## src/rtl/piso_shift_controller_pkg.sv

```systemverilog
// Shared definitions for the adder -> PISO serialiser sequencer: FSM state
// encoding and a constant-evaluable ceil(log2) helper for port/counter widths.
package piso_shift_controller_pkg;

    typedef enum logic [2:0] {
        S_IDLE   = 3'd0,
        S_SETTLE = 3'd1,
        S_LATCH  = 3'd2,
        S_STREAM = 3'd3,
        S_DONE   = 3'd4
    } state_t;

    // Smallest n with 2**n >= value; used at elaboration time only.
    function automatic int clog2(input int value);
        int result;
        result = 0;
        while ((1 << result) < value) begin
            result = result + 1;
        end
        return result;
    endfunction

endpackage

```

## src/rtl/piso_shift_controller_if.sv

```systemverilog
// Control/serial handshake bundle between the issuing logic, the sequencer
// and the serial consumer. The master side drives requests and ser_ready;
// the slave side is the sequencer itself.
interface piso_shift_controller_if
    import piso_shift_controller_pkg::*;
#(
    parameter int WIDTH = 4
);
    localparam int BIT_W = clog2(WIDTH);

    logic             start;
    logic             abort;
    logic             ser_ready;
    logic             latch_c;
    logic             shift_c;
    logic             ser_valid;
    logic             ser_last;
    logic [BIT_W-1:0] bit_idx;
    logic             busy;
    logic             done;

    modport master (
        output start, abort, ser_ready,
        input  latch_c, shift_c, ser_valid, ser_last, bit_idx, busy, done
    );

    modport slave (
        input  start, abort, ser_ready,
        output latch_c, shift_c, ser_valid, ser_last, bit_idx, busy, done
    );

endinterface

```

## src/rtl/piso_shift_controller.sv

```systemverilog
// Sequencer for the adder -> PISO path: waits ADDER_LAT cycles for the sum to
// settle, pulses latch_c to load the PISO, then issues shift_c once per
// accepted serial bit (MSB first) under ser_ready backpressure.
module piso_shift_controller
    import piso_shift_controller_pkg::*;
#(
    parameter int WIDTH     = 4,
    parameter int ADDER_LAT = 1
) (
    input  logic                   clk,
    input  logic                   rst_n,
    piso_shift_controller_if.slave bus
);

    localparam int                BIT_W     = clog2(WIDTH);
    localparam int                WAIT_W    = (ADDER_LAT > 1) ? clog2(ADDER_LAT) : 1;
    localparam logic [BIT_W-1:0]  LAST_IDX  = BIT_W'(WIDTH - 1);
    localparam logic [WAIT_W-1:0] WAIT_LAST = WAIT_W'((ADDER_LAT > 0) ? ADDER_LAT - 1 : 0);

    state_t            r_state;
    state_t            w_state_nxt;
    logic [WAIT_W-1:0] r_wait;
    logic [WAIT_W-1:0] w_wait_nxt;
    logic [BIT_W-1:0]  r_bit_idx;
    logic [BIT_W-1:0]  w_bit_idx_nxt;

    logic r_latch;
    logic r_valid;
    logic r_last;
    logic r_busy;
    logic r_done;

    // Next-state, settle-counter and bit-counter logic; abort wins over everything.
    always_comb begin
        // NOTE: every target gets a default first, so no path can infer a latch.
        w_state_nxt   = r_state;
        w_wait_nxt    = r_wait;
        w_bit_idx_nxt = r_bit_idx;
        if (bus.abort) begin
            w_state_nxt   = S_IDLE;
            w_wait_nxt    = '0;
            w_bit_idx_nxt = '0;
        end else begin
            case (r_state)
                S_IDLE: begin
                    if (bus.start) begin
                        w_wait_nxt  = '0;
                        w_state_nxt = (ADDER_LAT == 0) ? S_LATCH : S_SETTLE;
                    end
                end
                S_SETTLE: begin
                    if (r_wait == WAIT_LAST) begin
                        w_wait_nxt  = '0;
                        w_state_nxt = S_LATCH;
                    end else begin
                        w_wait_nxt = r_wait + 1'b1;
                    end
                end
                S_LATCH: begin
                    w_bit_idx_nxt = '0;
                    w_state_nxt   = S_STREAM;
                end
                S_STREAM: begin
                    if (bus.ser_ready) begin
                        if (r_bit_idx == LAST_IDX) begin
                            // Frame consumed; index returns to 0 outside STREAM.
                            w_bit_idx_nxt = '0;
                            w_state_nxt   = S_DONE;
                        end else begin
                            w_bit_idx_nxt = r_bit_idx + 1'b1;
                        end
                    end
                end
                S_DONE: begin
                    w_state_nxt = S_IDLE;
                end
                default: begin
                    w_state_nxt   = S_IDLE;
                    w_wait_nxt    = '0;
                    w_bit_idx_nxt = '0;
                end
            endcase
        end
    end

    // State, counters and Moore outputs, registered together from the next state.
    always_ff @(posedge clk or negedge rst_n) begin
        if (!rst_n) begin
            r_state   <= S_IDLE;
            r_wait    <= '0;
            r_bit_idx <= '0;
            r_latch   <= 1'b0;
            r_valid   <= 1'b0;
            r_last    <= 1'b0;
            r_busy    <= 1'b0;
            r_done    <= 1'b0;
        end else begin
            // NOTE: non-blocking, so every register here samples pre-edge values.
            r_state   <= w_state_nxt;
            r_wait    <= w_wait_nxt;
            r_bit_idx <= w_bit_idx_nxt;
            r_latch   <= (w_state_nxt == S_LATCH);
            r_valid   <= (w_state_nxt == S_STREAM);
            r_last    <= (w_state_nxt == S_STREAM) && (w_bit_idx_nxt == LAST_IDX);
            r_busy    <= (w_state_nxt != S_IDLE);
            r_done    <= (w_state_nxt == S_DONE);
        end
    end

    // PISO strobes are suppressed in an abort cycle; shift_c follows ser_ready
    // combinationally and never fires on the last bit, so it never meets latch_c.
    assign bus.latch_c   = r_latch & ~bus.abort;
    assign bus.shift_c   = r_valid & bus.ser_ready & ~r_last & ~bus.abort;
    assign bus.ser_valid = r_valid;
    assign bus.ser_last  = r_last;
    assign bus.bit_idx   = r_bit_idx;
    assign bus.busy      = r_busy;
    assign bus.done      = r_done;

endmodule

```

## src/flat_wrapper.sv

```systemverilog
// flat-port wrapper written by rule: the top's interface ports become plain ports
module piso_shift_controller_flat import piso_shift_controller_pkg::*;
#(
    parameter int WIDTH     = 4,
    parameter int ADDER_LAT = 1
)
  (clk, rst_n, bus_start, bus_abort, bus_ser_ready, bus_latch_c, bus_shift_c, bus_ser_valid, bus_ser_last, bus_bit_idx, bus_busy, bus_done);
  piso_shift_controller_if #(.WIDTH(WIDTH)) bus_i ();
  input  logic clk;
  input  logic rst_n;
  input wire logic [$bits(bus_i.start)-1:0] bus_start;
  input wire logic [$bits(bus_i.abort)-1:0] bus_abort;
  input wire logic [$bits(bus_i.ser_ready)-1:0] bus_ser_ready;
  output wire logic [$bits(bus_i.latch_c)-1:0] bus_latch_c;
  output wire logic [$bits(bus_i.shift_c)-1:0] bus_shift_c;
  output wire logic [$bits(bus_i.ser_valid)-1:0] bus_ser_valid;
  output wire logic [$bits(bus_i.ser_last)-1:0] bus_ser_last;
  output wire logic [$bits(bus_i.bit_idx)-1:0] bus_bit_idx;
  output wire logic [$bits(bus_i.busy)-1:0] bus_busy;
  output wire logic [$bits(bus_i.done)-1:0] bus_done;
  assign bus_i.start = bus_start;
  assign bus_i.abort = bus_abort;
  assign bus_i.ser_ready = bus_ser_ready;
  assign bus_latch_c = bus_i.latch_c;
  assign bus_shift_c = bus_i.shift_c;
  assign bus_ser_valid = bus_i.ser_valid;
  assign bus_ser_last = bus_i.ser_last;
  assign bus_bit_idx = bus_i.bit_idx;
  assign bus_busy = bus_i.busy;
  assign bus_done = bus_i.done;
  piso_shift_controller #(.WIDTH(WIDTH), .ADDER_LAT(ADDER_LAT)) u_core (.clk(clk), .rst_n(rst_n), .bus(bus_i));
endmodule
```

## config.mk

```make
export PLATFORM = sky130hd
export DESIGN_NAME = piso_shift_controller_flat
export DESIGN_NICKNAME = d
export VERILOG_FILES = /design/src/rtl/piso_shift_controller_pkg.sv /design/src/rtl/piso_shift_controller_if.sv /design/src/rtl/piso_shift_controller.sv /design/src/flat_wrapper.sv
export SDC_FILE = /design/constraint.sdc
export NUM_CORES = 1
export LEC_CHECK = 0
export CAP_MARGIN = 20
export CORE_AREA = 2 2 39 41
export CTS_CLUSTER_DIAMETER = 50
export DETAILED_ROUTE_END_ITERATION = 10
export DIE_AREA = 0 0 41 43
export GPL_TIMING_DRIVEN = 0
export PLACE_DENSITY = 0.68
export SETUP_SLACK_MARGIN = 0.2
export SYNTH_ARGS = -nofsm -noshare
export SYNTH_HDL_FRONTEND = slang
export SYNTH_SLANG_ARGS = --single-unit
export TNS_END_PERCENT = 50
```

## constraint.sdc

```tcl
create_clock -name clk -period 3.8 [get_ports clk]
set_input_delay 0.76 -clock clk [delete_from_list [all_inputs] [get_ports clk]]
set_output_delay 0.76 -clock clk [all_outputs]
set_load 0.05 [all_outputs]
```

Word-level counts from Yosys, hierarchy flattened:

Cells that the tools add are included.

* logic and storage cells: 47
* register bits after elaboration: 11

* reductions and logical operators: 6
* bitwise operators: 6
* add/sub/neg operators: 2
* equality and inequality tests: 11
* mux-type cells: 14

Operators by type and width (count)
* two-way mux 3 bit: 5
* == test 3 x 2 -> 1 bit, second input constant: 4
* case mux 3 bit (4 select lines): 1
* == test 3 bit, second input constant: 2
* two-way mux 2 bit: 3
* OR reduction 3 bit: 2
* AND 1 bit: 4
* == test 2 bit, second input constant: 2
* case mux 2 bit (2 select lines): 1
* == test 3 x 1 -> 1 bit, second input constant: 1
* logical NOT 3 bit: 1
* two-way mux 1 bit: 3
* != test 3 bit, second input constant: 1
* case mux 1 bit (3 select lines): 1
* nonzero test 3 bit: 1
* adder 2 x 1 -> 2 bit, second input constant: 1
* != test 2 x 1 -> 1 bit, second input constant: 1
* NOT 1 bit: 2
* AND reduction 2 bit: 1
* adder 1 bit, second input constant: 1
* logical AND 1 bit: 1

Logic depth before layout (Yosys ltp):

* depth after elaboration: 7
* depth in mapped cells: 5
* depth with buffers taken out: 5

Worst setup path after synthesis:

OpenSTA, ideal clock, no wires.

* path kind: input port to output port
* start point: input port bus_abort
* end point: output port bus_shift_c
* arrival: 2287 ps
* path buffers: 0
* stages on the path: 1
* required time: 3040 ps
* slack: 753 ps
* cell sequence: nor4bb_1

* cells in the longest elaborated chain, start to end: 2

RTL lines
* from (decl): RTL line flat_wrapper.sv:12 `input wire logic [$bits(bus_i.abort)-1:0] bus_abort;`
* NOT 1 bit: RTL line piso_shift_controller.sv:113 `assign bus.shift_c = r_valid & bus.ser_ready & ~r_last & ~bus.abort;`
* AND 1 bit: RTL line piso_shift_controller.sv:113
* to (decl): RTL line flat_wrapper.sv:15 `output wire logic [$bits(bus_i.shift_c)-1:0] bus_shift_c;`

No other way between the ends.

Worst setup path after layout:

Ends and elaborated chain as after synthesis.

==> flow_summary.ini <==
[clocking]
cts_buffer_depth = 2
cts-buffers-inserted = 3
clk_pin_slew_ns = 0.07
postCtsSetupBuffers = 0
ctsHoldBuffers = 0
cts_tree = built
cts.sinks = 10
htreeDepth = 1
root_buffer = clkbuf_4
clk_latency_ns = 0.27
post_cts_resized = 0

[place]
dp_hpwl_microns = 760
dpl.cell_count = 70
place_congestion = 0.757
port_buffers = 12

[route]
drt-initial-drc-count = 8
via_per_inst = 5.27
wl_mm = 1.08
route.detailed.drc = 0
ant_nets = 0
dr.pass1.iters = 4
wire_per_inst_microns = 14.6
vias = 390

[sta]
fin_crit_sh_pct = 87.4
fin_crit_ns = 3.32
hold_viol_final = 0
drv_slew = 0
finClkSkew_ns = 0.00277
worst_pin_slew_ns = 0.500
rsz0062_at_grt = no
finalSetupViolations = 0
tns_ns = 0
fmax_mhz = 301
relSlewSlack_pct = 66.5

[synth]
yosysTopAreaCell = dfrtp_1
synth_area_sq_um = 475
netlist_top_cells_area = dfrtp_1 (53%), a2111oi_4 (5.8%), nor2_1 (3.9%), a21oi_1 (3.2%), nor3_1 (3.2%)
syn_nets = 48
postSynthCellCount = 42
seq_area_frac_synth_pct = 52.6
synth.avg_cell_area_sq_um = 11.3
synth_cell_types = 22
synth_top_area_share_pct = 52.6
synth_warnings = 0
yosys_register_bits = 10

[worst_setup_path]
cp.required_ns = 3.04
startpoint = bus_abort
reg2reg_depth = 5
crit_arrival_ns = 2.56
critPathCaptureType = output port
slowest_delay_ns = 0.85
path_class = in -> out
path_cells = clkdlybuf4s50_1 -> nor4bb_1 -> clkdlybuf4s50_1
rrSetupSlack_ns = 2.31
crit_fanout = 8
slowest_stage = clkdlybuf4s50_1
endpoint = bus_shift_c
reg2reg_from = u_core.bus.bit_idx[0]
critPathLaunchType = primary input
reg2reg_to = u_core.bus.ser_last
critPathMostFrequentCell = clkdlybuf4s50_1

[layout]
fin_nets = 65
synthToLayoutAreaGrowth_pct = 37.1
fill_cells = 131
layout_commonest_cell = clkdlybuf4s50_1
multi_input_area_sq_um = 201
mostFrequentLayoutCells = clkdlybuf4s50_1 (12), dfrtp_1 (10), nor2_1 (5)
register_area_sq_um = 250
antenna_cells = 0
layoutNonFillerInstCount = 74
drive_above_1_share_pct = 17.2

[grt]
grt-ovfl-total = 0
grt_pass1_wl_mm = 1.78
grtUsageTotal_pct = 15.4
grt_pass1_vias = 385
grt_max_degree = 11
antenna_found_initial = 0

[floorplanning]
coreArea_sq_um = 1380
die_h_microns = 43
dieWidth_microns = 41
rows = 14
die-area_sq_um = 1760
start_util_pct = 34.4
io_pins = 13

[power]
powerDensity_nw_per_um2 = 399
worst_ir_drop_vdd_mv = 0.236
p_leak_nw = 0.284

[hold_path]
hp-class = reg -> reg
hold_path_depth = 2

[job]
maxCapViolations = 0

[status]
status = finished, final reports clean
-- registers in the layout, summed over array words and instances, names as in the netlist --
register and cells:
u_core.r_state 3, u_core.bus.bit_idx 2, u_core.bus.busy 1, u_core.bus.done 1, u_core.bus.ser_last 1, u_core.bus.ser_valid 1
u_core.r_latch 1
-- critical path, delay by kind of cell --
| family | cells | cell delay [ns] |
|---|---|---|
| simple gates | 1 | 0.35 |
| buf+inv | 2 | 1.44 |
-- routing by layer --
| layer | part of all wire, % | up-vias | global-route usage [%] |
|---|---|---|---|
| li1 | - | 186 | - |
| met3 | 3.2 | 5 | 4.71 |
| met5 | 0 | - | 0 |
| met1 | 47 | 189 | 23.3 |
| met2 | 47 | 10 | 19.1 |
| met4 | 2.6 | 0 | 8.00 |
-- area by class of cell --
cell class,instances,share of cell area (%)
Timing Repair Buffer,12,18.4
Tap cell,16,3.07
Buffer,2,2.50
Multi-Input combinational cell,28,30.9
Inverter,2,1.15
Sequential cell,10,38.4
Clock buffer,4,5.57
-- stage by stage --
stage                     utilization (%)  total power, mW  area, sq um  setup slack [ns]  hold slack [ns]
after CTS                            47.1            0.263          652             0.478            0.639
final                                47.1            0.260          652             0.479            0.638
after detailed placement             44.5            0.165          616             0.478            0.620
after global routing                 47.1            0.272          652             0.403            0.674
after floorplan                         -            0.146          475             0.753            0.464
after global placement               44.5            0.164          616             0.527            0.611
-- synth_stat cells --
master and number:
dfrtp_1 10, nor2_1 5, a21oi_1 3, nor3_1 3, nand3b_1 2, nand4_1 2, nor2b_1 2, a2111oi_4 1
a21boi_1 1, a31oi_1 1, and2_1 1, and2b_1 1, and3_1 1, buf_2 1, buf_6 1, ha_1 1
inv_1 1, inv_2 1, nand2b_2 1, nor4bb_1 1, o31a_2 1, o32a_1 1
-- logic make-up (layout without fill, tap and decap cells) --
family,Yosys count,in the layout,synth area share (%)
AOI/OAI and AO/OA,8,8,16.1
adders and majority gates,1,1,2.63
buffers and inverters,4,20,5.00
DFF,10,10,52.6
and+or+nand+nor,19,19,23.7
-- worst min-delay path by stage --
stage	slack [ns]	to	from
2_1_floorplan	0.46	u_core.bus.bit_idx[0]	rst_n
3_3_place_gp	0.61	u_core.bus.busy	u_core.r_state[1]
3_5_place_dp	0.62	u_core.bus.busy	u_core.r_state[1]
4_1_cts	0.64	u_core.bus.busy	u_core.r_state[1]
5_1_grt	0.67	u_core.bus.busy	u_core.r_state[1]
6_report	0.64	u_core.bus.bit_idx[1]	u_core.bus.bit_idx[1]
-- report_power, final --
part	leakage [nW]	internal, mW	switching (mW)
Clock	0.0210	0.0583	0.0391
Combinational	0.128	0.0193	0.0307
Sequential	0.135	0.111	0.00163
(Power assumes the default switching activity.)
